$ cat config.mk
export PLATFORM = sky130hd
export DESIGN_NAME = dsi_link_sequencer_flat
export DESIGN_NICKNAME = d
export VERILOG_FILES = /design/src/rtl/dsi_link_sequencer_if.sv /design/src/rtl/dsi_link_sequencer.sv /design/src/flat_wrapper.sv
export SDC_FILE = /design/constraint.sdc
export NUM_CORES = 1
export LEC_CHECK = 0
export ABC_AREA = 0
export CAP_MARGIN = 20
export CORE_MARGIN = 2
export CORE_UTILIZATION = 60
export CTS_CLUSTER_SIZE = 24
export DETAILED_ROUTE_END_ITERATION = 10
export PLACE_DENSITY = 0.85
export SLEW_MARGIN = 40
export SYNTH_ARGS = -nofsm -noshare
export SYNTH_HDL_FRONTEND = slang
export SYNTH_SLANG_ARGS = --single-unit
$ cat constraint.sdc
create_clock -name sys_clk -period 5.4 [get_ports sys_clk]
set_clock_uncertainty 0.05 [all_clocks]
set_input_delay 0.81 -clock sys_clk [delete_from_list [all_inputs] [get_ports sys_clk]]
set_output_delay 0.81 -clock sys_clk [all_outputs]
set_load 0.01 [all_outputs]
$ cat src/rtl/dsi_link_sequencer_if.sv
// Control/status bundle between a link controller and dsi_link_sequencer.
// The sequencer side uses the slave modport; the requester side uses master.
interface dsi_link_sequencer_if;
    logic       link_start;
    logic       link_stop;
    logic       err_clear;
    logic [2:0] cfg_lines_number;
    logic       clock_ready;
    logic       lines_ready;
    logic       lines_active;
    logic       clock_enable;
    logic       lines_enable;
    logic       streaming_enable;
    logic [2:0] lines_number;
    logic       link_up;
    logic       link_busy;
    logic       link_error;
    logic [3:0] seq_state;

    modport master (
        output link_start, link_stop, err_clear, cfg_lines_number,
               clock_ready, lines_ready, lines_active,
        input  clock_enable, lines_enable, streaming_enable, lines_number,
               link_up, link_busy, link_error, seq_state
    );

    modport slave (
        input  link_start, link_stop, err_clear, cfg_lines_number,
               clock_ready, lines_ready, lines_active,
        output clock_enable, lines_enable, streaming_enable, lines_number,
               link_up, link_busy, link_error, seq_state
    );
endinterface

$ cat src/rtl/dsi_link_sequencer.sv
// DSI link power sequencer: clock lane -> data lanes -> streaming, reverse on stop.
// Optional DSI_LINK_SEQ_AUTO_RETRY_EN: one automatic re-bring-up after a timeout shutdown.
module dsi_link_sequencer #(
    parameter int TIMEOUT_CYCLES = 4096,
    parameter int SETTLE_CYCLES  = 64
) (
    input  logic sys_clk,
    input  logic sys_rst,
    dsi_link_sequencer_if.slave bus
);
    localparam logic [3:0] IDLE       = 4'd0;
    localparam logic [3:0] CLK_UP     = 4'd1;
    localparam logic [3:0] LANES_UP   = 4'd2;
    localparam logic [3:0] SETTLE     = 4'd3;
    localparam logic [3:0] STREAM     = 4'd4;
    localparam logic [3:0] DRAIN      = 4'd5;
    localparam logic [3:0] LANES_DOWN = 4'd6;
    localparam logic [3:0] CLK_DOWN   = 4'd7;

    localparam int TW = $clog2(TIMEOUT_CYCLES + 1);
    localparam int SW = $clog2(SETTLE_CYCLES + 1);

    logic [3:0]    state, nxt;
    logic [TW-1:0] tmr;
    logic [SW-1:0] stl;
    logic          clock_enable, lines_enable, streaming_enable;
    logic          link_up, link_busy, link_error;
    logic [2:0]    lines_number;
    logic          wait_st, cond_met, tmo, accept, err_set, cfg_ok;
`ifdef DSI_LINK_SEQ_AUTO_RETRY_EN
    logic          retry_pend, retry_used, retry_go;
`endif

    assign cfg_ok = (bus.cfg_lines_number != 3'd0) && (bus.cfg_lines_number <= 3'd4);

    always_comb begin
        wait_st  = 1'b1;
        cond_met = 1'b0;
        case (state)
            CLK_UP:     cond_met = bus.clock_ready;
            LANES_UP:   cond_met = bus.lines_ready;
            DRAIN:      cond_met = !bus.lines_active;
            LANES_DOWN: cond_met = !bus.lines_ready;
            CLK_DOWN:   cond_met = !bus.clock_ready;
            default:    wait_st  = 1'b0;
        endcase
        // Timer reaches TIMEOUT_CYCLES on this edge while still waiting
        tmo     = wait_st && !cond_met && (tmr == TW'(TIMEOUT_CYCLES - 1));
        nxt     = state;
        accept  = 1'b0;
        err_set = tmo;
`ifdef DSI_LINK_SEQ_AUTO_RETRY_EN
        retry_go = 1'b0;
`endif
        case (state)
            IDLE: begin
`ifdef DSI_LINK_SEQ_AUTO_RETRY_EN
                if (retry_pend && !retry_used) begin
                    nxt      = CLK_UP;
                    retry_go = 1'b1;
                end else
`endif
                if (bus.link_start && !bus.link_stop) begin
                    if (cfg_ok) begin
                        nxt    = CLK_UP;
                        accept = 1'b1;
                    end else begin
                        err_set = 1'b1;
                    end
                end
            end
            CLK_UP, LANES_UP, SETTLE: begin
                // Abort unwinds only what has already been enabled
                if (bus.link_stop || tmo)
                    nxt = lines_enable ? DRAIN : CLK_DOWN;
                else if (state == CLK_UP && bus.clock_ready)
                    nxt = LANES_UP;
                else if (state == LANES_UP && bus.lines_ready)
                    nxt = SETTLE;
                else if (state == SETTLE && stl == SW'(SETTLE_CYCLES - 1))
                    nxt = STREAM;
            end
            STREAM:     if (bus.link_stop)  nxt = DRAIN;
            DRAIN:      if (cond_met || tmo) nxt = LANES_DOWN;
            LANES_DOWN: if (cond_met || tmo) nxt = CLK_DOWN;
            CLK_DOWN:   if (cond_met || tmo) nxt = IDLE;
            default:    nxt = IDLE;
        endcase
    end

    always_ff @(posedge sys_clk or posedge sys_rst) begin
        if (sys_rst) begin
            state            <= IDLE;
            tmr              <= '0;
            stl              <= '0;
            clock_enable     <= 1'b0;
            lines_enable     <= 1'b0;
            streaming_enable <= 1'b0;
            link_up          <= 1'b0;
            link_busy        <= 1'b0;
            link_error       <= 1'b0;
            lines_number     <= 3'd1;
`ifdef DSI_LINK_SEQ_AUTO_RETRY_EN
            retry_pend       <= 1'b0;
            retry_used       <= 1'b0;
`endif
        end else begin
            state <= nxt;
            if (nxt != state) begin
                tmr <= '0;
                stl <= '0;
            end else begin
                if (wait_st && tmr != TW'(TIMEOUT_CYCLES)) tmr <= tmr + 1'b1;
                if (state == SETTLE) stl <= stl + 1'b1;
            end

            if (state == IDLE && nxt == CLK_UP)          clock_enable <= 1'b1;
            else if (nxt == CLK_DOWN && state != CLK_DOWN) clock_enable <= 1'b0;

            if (state == CLK_UP && nxt == LANES_UP) lines_enable <= 1'b1;
            else if (nxt == LANES_DOWN)             lines_enable <= 1'b0;

            streaming_enable <= (nxt == STREAM);
            link_up          <= (nxt == STREAM);
            link_busy        <= (nxt != IDLE);

            if (accept) lines_number <= bus.cfg_lines_number;

            // A new error event beats a same-cycle clear
            if (err_set)                       link_error <= 1'b1;
            else if (bus.err_clear || accept)  link_error <= 1'b0;

`ifdef DSI_LINK_SEQ_AUTO_RETRY_EN
            if (tmo)                 retry_pend <= 1'b1;
            else if (state == IDLE)  retry_pend <= 1'b0;
            if (retry_go)                      retry_used <= 1'b1;
            else if (accept || nxt == STREAM)  retry_used <= 1'b0;
`endif
        end
    end

    assign bus.clock_enable     = clock_enable;
    assign bus.lines_enable     = lines_enable;
    assign bus.streaming_enable = streaming_enable;
    assign bus.lines_number     = lines_number;
    assign bus.link_up          = link_up;
    assign bus.link_busy        = link_busy;
    assign bus.link_error       = link_error;
    assign bus.seq_state        = state;
endmodule

$ cat src/flat_wrapper.sv
// flat-port wrapper written by rule: the top's interface ports become plain ports
module dsi_link_sequencer_flat 
#(
    parameter int TIMEOUT_CYCLES = 4096,
    parameter int SETTLE_CYCLES  = 64
)
  (sys_clk, sys_rst, bus_link_start, bus_link_stop, bus_err_clear, bus_cfg_lines_number, bus_clock_ready, bus_lines_ready, bus_lines_active, bus_clock_enable, bus_lines_enable, bus_streaming_enable, bus_lines_number, bus_link_up, bus_link_busy, bus_link_error, bus_seq_state);
  dsi_link_sequencer_if bus_i ();
  input  logic sys_clk;
  input  logic sys_rst;
  input wire logic [$bits(bus_i.link_start)-1:0] bus_link_start;
  input wire logic [$bits(bus_i.link_stop)-1:0] bus_link_stop;
  input wire logic [$bits(bus_i.err_clear)-1:0] bus_err_clear;
  input wire logic [$bits(bus_i.cfg_lines_number)-1:0] bus_cfg_lines_number;
  input wire logic [$bits(bus_i.clock_ready)-1:0] bus_clock_ready;
  input wire logic [$bits(bus_i.lines_ready)-1:0] bus_lines_ready;
  input wire logic [$bits(bus_i.lines_active)-1:0] bus_lines_active;
  output wire logic [$bits(bus_i.clock_enable)-1:0] bus_clock_enable;
  output wire logic [$bits(bus_i.lines_enable)-1:0] bus_lines_enable;
  output wire logic [$bits(bus_i.streaming_enable)-1:0] bus_streaming_enable;
  output wire logic [$bits(bus_i.lines_number)-1:0] bus_lines_number;
  output wire logic [$bits(bus_i.link_up)-1:0] bus_link_up;
  output wire logic [$bits(bus_i.link_busy)-1:0] bus_link_busy;
  output wire logic [$bits(bus_i.link_error)-1:0] bus_link_error;
  output wire logic [$bits(bus_i.seq_state)-1:0] bus_seq_state;
  assign bus_i.link_start = bus_link_start;
  assign bus_i.link_stop = bus_link_stop;
  assign bus_i.err_clear = bus_err_clear;
  assign bus_i.cfg_lines_number = bus_cfg_lines_number;
  assign bus_i.clock_ready = bus_clock_ready;
  assign bus_i.lines_ready = bus_lines_ready;
  assign bus_i.lines_active = bus_lines_active;
  assign bus_clock_enable = bus_i.clock_enable;
  assign bus_lines_enable = bus_i.lines_enable;
  assign bus_streaming_enable = bus_i.streaming_enable;
  assign bus_lines_number = bus_i.lines_number;
  assign bus_link_up = bus_i.link_up;
  assign bus_link_busy = bus_i.link_busy;
  assign bus_link_error = bus_i.link_error;
  assign bus_seq_state = bus_i.seq_state;
  dsi_link_sequencer #(.TIMEOUT_CYCLES(TIMEOUT_CYCLES), .SETTLE_CYCLES(SETTLE_CYCLES)) u_core (.sys_clk(sys_clk), .sys_rst(sys_rst), .bus(bus_i));
endmodule
==> results.md <==
* Outcome: finished clean
* Ys flop type: dfrtp_1
* Grt ovf at 0
* Largest net degree at the start of global routing at 33
* Max VDD drop at 0.1970 mV
* # clock sinks at 32
* Non-Filler Instances at 273
* Netlist cell types at 63
* Pre-antenna DRT Iters at 4
* HP Class: reg -> reg
* Clock Latency Late Sink at 0.34 ns
* Crit Path Class: in -> reg
* Final min period at 3.191 ns
* Clock Path Buffers at 2
* CP Capture Type: register
* Fin util at 71.35%
* Area Growth Syn to Fin at 15.12%
* Synth top area share at 37.80%
* Gate Count Post-Synth at 207
* Crit-path max cell delay at 0.53 ns
* GP Congestion at 0.9154
* Post-CTS resize count at 0
* Setup WS pre-CTS at 1.811 ns
* Hold_buf cts at 0
* Yosys reg bits at 32
* Critical Path Fanout Max at 11
* Syn_nets at 221
* Clock buffers created by TritonCTS at 5
* Residual DRC at 0
* WP data required at 5.55 ns
* Chip height at 62.48 um
* R2R depth at 7
* Total GRT Usage at 25.18%
* Max Cap Viol at 0
* Vias in the first global route at 1693
* Reg2reg end: u_core.tmr[11]$_DFFE_PP0P_
* Share of cells above drive strength 1 at 15.42%
* Cell taking the most area after synthesis: dfrtp_1
* Post-synth EDFFs at 0
* Dominant cells by area after synthesis: dfrtp_1, nor3_1, xor2_1
* Final HPWL DP at 3303 um
* Initial antenna violation count at 0
* DP Cell Count at 266
* Die width at 62.48 um
* Setup Viol. Count Final at 0
* Cell Rows at 21
* Vias at 1726
* Static Leak at 0.0009476 uW
* FF-to-FF setup slack at 2.34 ns
* Fillers at 261
* Vias/cell at 6.322
* Sequential fraction of the synthesis area at 39.09%
* RR Startpoint: u_core.bus.seq_state[1]$_DFF_PP0_
* Post-DRT Antenna Nets at 0
* RSZ-0062 raised after global routing: false
* Post-CTS setup buffers at 0
* Die area at 0.003904 mm2
* Crit path cell chain: clkdlybuf4s50_1 -> or4b_4 -> nor4b_4 -> a31o_2 -> a2111oi_4 -> a22oi_2 -> buf_6 -> nor3_1
* Fin crit share at 59.09%
* H-tree level count at 2
* Worst EP arrival at 3.34 ns
* PnR worst setup slack at 2.209 ns
* Power Dens Cells at 290.1 mW/mm2
* Final net count at 241
* IO buf count at 23
* PnR Total Power at 685.4 uW
* DR iter-0 viols at 67
* Starting Density at 61.98%
* Antenna diodes at 0
* First-pass GRT wire length at 7900 um
* Slew Limit Headroom at 49.71%
* Syn. warnings at 0
* Sum Neg Setup Slack at 0 ns
* Startpoint Class: input pin
* CTS tree: yes
* Final wirelength at 4573 um
* Core area at 0.003311 mm2
* WL per Instance at 16.75 um
* Critical Path Start: bus_link_stop
* Post-Syn Area at 0.002052 mm2
* Final hold violations at 0
* # IOs at 24
* Fin. max-slew vios at 0
* Async set or reset register ratio after synthesis at 100.0%
* Synthesized area per cell at 9.913 um2
* Crit path to: u_core.tmr[11]$_DFFE_PP0P_
* Clk slew on worst S/H paths at 0.11 ns
* FMAX at 0.3134 GHz
* Slowest CP cell: or4b_4
* Worst Tran Pin Value at 0.7437 ns
* Root buffer cell: clkbuf_4
[layout make-up]
cell class	count	area (um2)	share of cell area [%]
flip-flops and latches	32	802.0	33.95
repair buffers	25	249.0	10.54
inverters	11	41.29	1.748
multi-input cells	152	1147	48.57
clock buffers	7	65.06	2.754
well taps	46	57.56	2.436
[critical path, delay by kind of cell]
| kind | cells | cell delay (ns) |
|---|---|---|
| AOI/OAI and AO/OA | 3 | 0.77 |
| and+or+nand+nor | 3 | 1.05 |
| buffers and inverters | 2 | 0.71 |
[layer usage]
metal  wire length (um)  up-vias  track usage, %
met5                  0        -               0
met4                 79        0           11.11
met3                340       10           5.586
met2               2275       67           42.07
met1               1877      844           31.29
li1                   -      805               -
[cell usage after synthesis, types with 2 or more instances]
library cell / count
dfrtp_1: 31
nor3_1: 19
nor2_1: 13
inv_1: 10
nand2_1: 9
xor2_1: 9
nand3_1: 8
nand4_1: 7
xnor2_1: 7
buf_4: 6
a21oi_1: 5
o21ai_0: 5
and2_1: 4
and3_1: 3
clkbuf_1: 3
ha_1: 3
mux2_2: 3
nand2b_1: 3
or3_1: 3
a2111oi_4: 2
a211oi_1: 2
a21o_1: 2
a31oi_1: 2
a41oi_1: 2
a41oi_2: 2
buf_1: 2
nand3b_1: 2
nor2b_1: 2
nor4_1: 2
nor4b_1: 2
o211ai_1: 2
[state kept, by name, summed over array words and instances (netlist names)]
| signal | count |
|---|---|
| u_core.tmr | 13 |
| u_core.bus.clock_enable | 1 |
| u_core.bus.link_busy | 1 |
| u_core.bus.lines_enable | 1 |
| u_core.bus.link_error | 1 |
| u_core.bus.streaming_enable | 1 |
| u_core.stl | 7 |
| u_core.bus.lines_number | 3 |
| u_core.bus.seq_state | 4 |
[cells by family after synthesis]
kind of cell             share of synthesized area (%)
other                                           0.1828
multiplexers                                     2.134
XOR/XNOR                                         6.830
AO/OA/AOI/OAI                                    16.83
buffers and inverters                            5.366
flip-flops                                       39.09
AND/OR/NAND/NOR                                  27.74
adder cells (fa/ha/maj)                          1.829
[cells in the final DEF (no fill, tap or decap), drive strengths merged, types with 6 or more instances in the layout]
cell,count
xnor2,7
nand2,9
xor2,9
nand4,7
clkbuf,7
dfrtp,31
clkdlybuf4s50,23
nand3,9
o21ai,6
inv,11
nor3,20
nor2,13
[worst min path at each step]
stage                                           startpoint  slack, ns  depth (start not counted)                                     end
detailed placement  u_core.bus.lines_number[1]$_DFFE_PP0P_       0.47                          1  u_core.bus.lines_number[1]$_DFFE_PP0P_
global placement    u_core.bus.lines_number[1]$_DFFE_PP0P_       0.44                          1  u_core.bus.lines_number[1]$_DFFE_PP0P_
floorplan                        u_core.stl[6]$_DFFE_PP0P_       0.47                          2               u_core.stl[6]$_DFFE_PP0P_
finish              u_core.bus.lines_number[1]$_DFFE_PP0P_       0.49                          1  u_core.bus.lines_number[1]$_DFFE_PP0P_
global route        u_core.bus.lines_number[1]$_DFFE_PP0P_       0.51                          1  u_core.bus.lines_number[1]$_DFFE_PP0P_
CTS                 u_core.bus.lines_number[1]$_DFFE_PP0P_       0.49                          1  u_core.bus.lines_number[1]$_DFFE_PP0P_
[metrics by stage]
step,hold WS [ns],area (um2)
3_3_place_gp,0.4411,2278
2_1_floorplan,0.4671,2052
6_report,0.4865,2362
3_5_place_dp,0.4706,2296
5_1_grt,0.5104,2362
4_1_cts,0.4939,2361
[power by group]
part	internal, uW	switching [uW]
Sequential	267	33.9
Combinational	110	119
Clock	73.8	82.3
Total	451	235
Note: power is estimated with default switching activity, not from simulation.
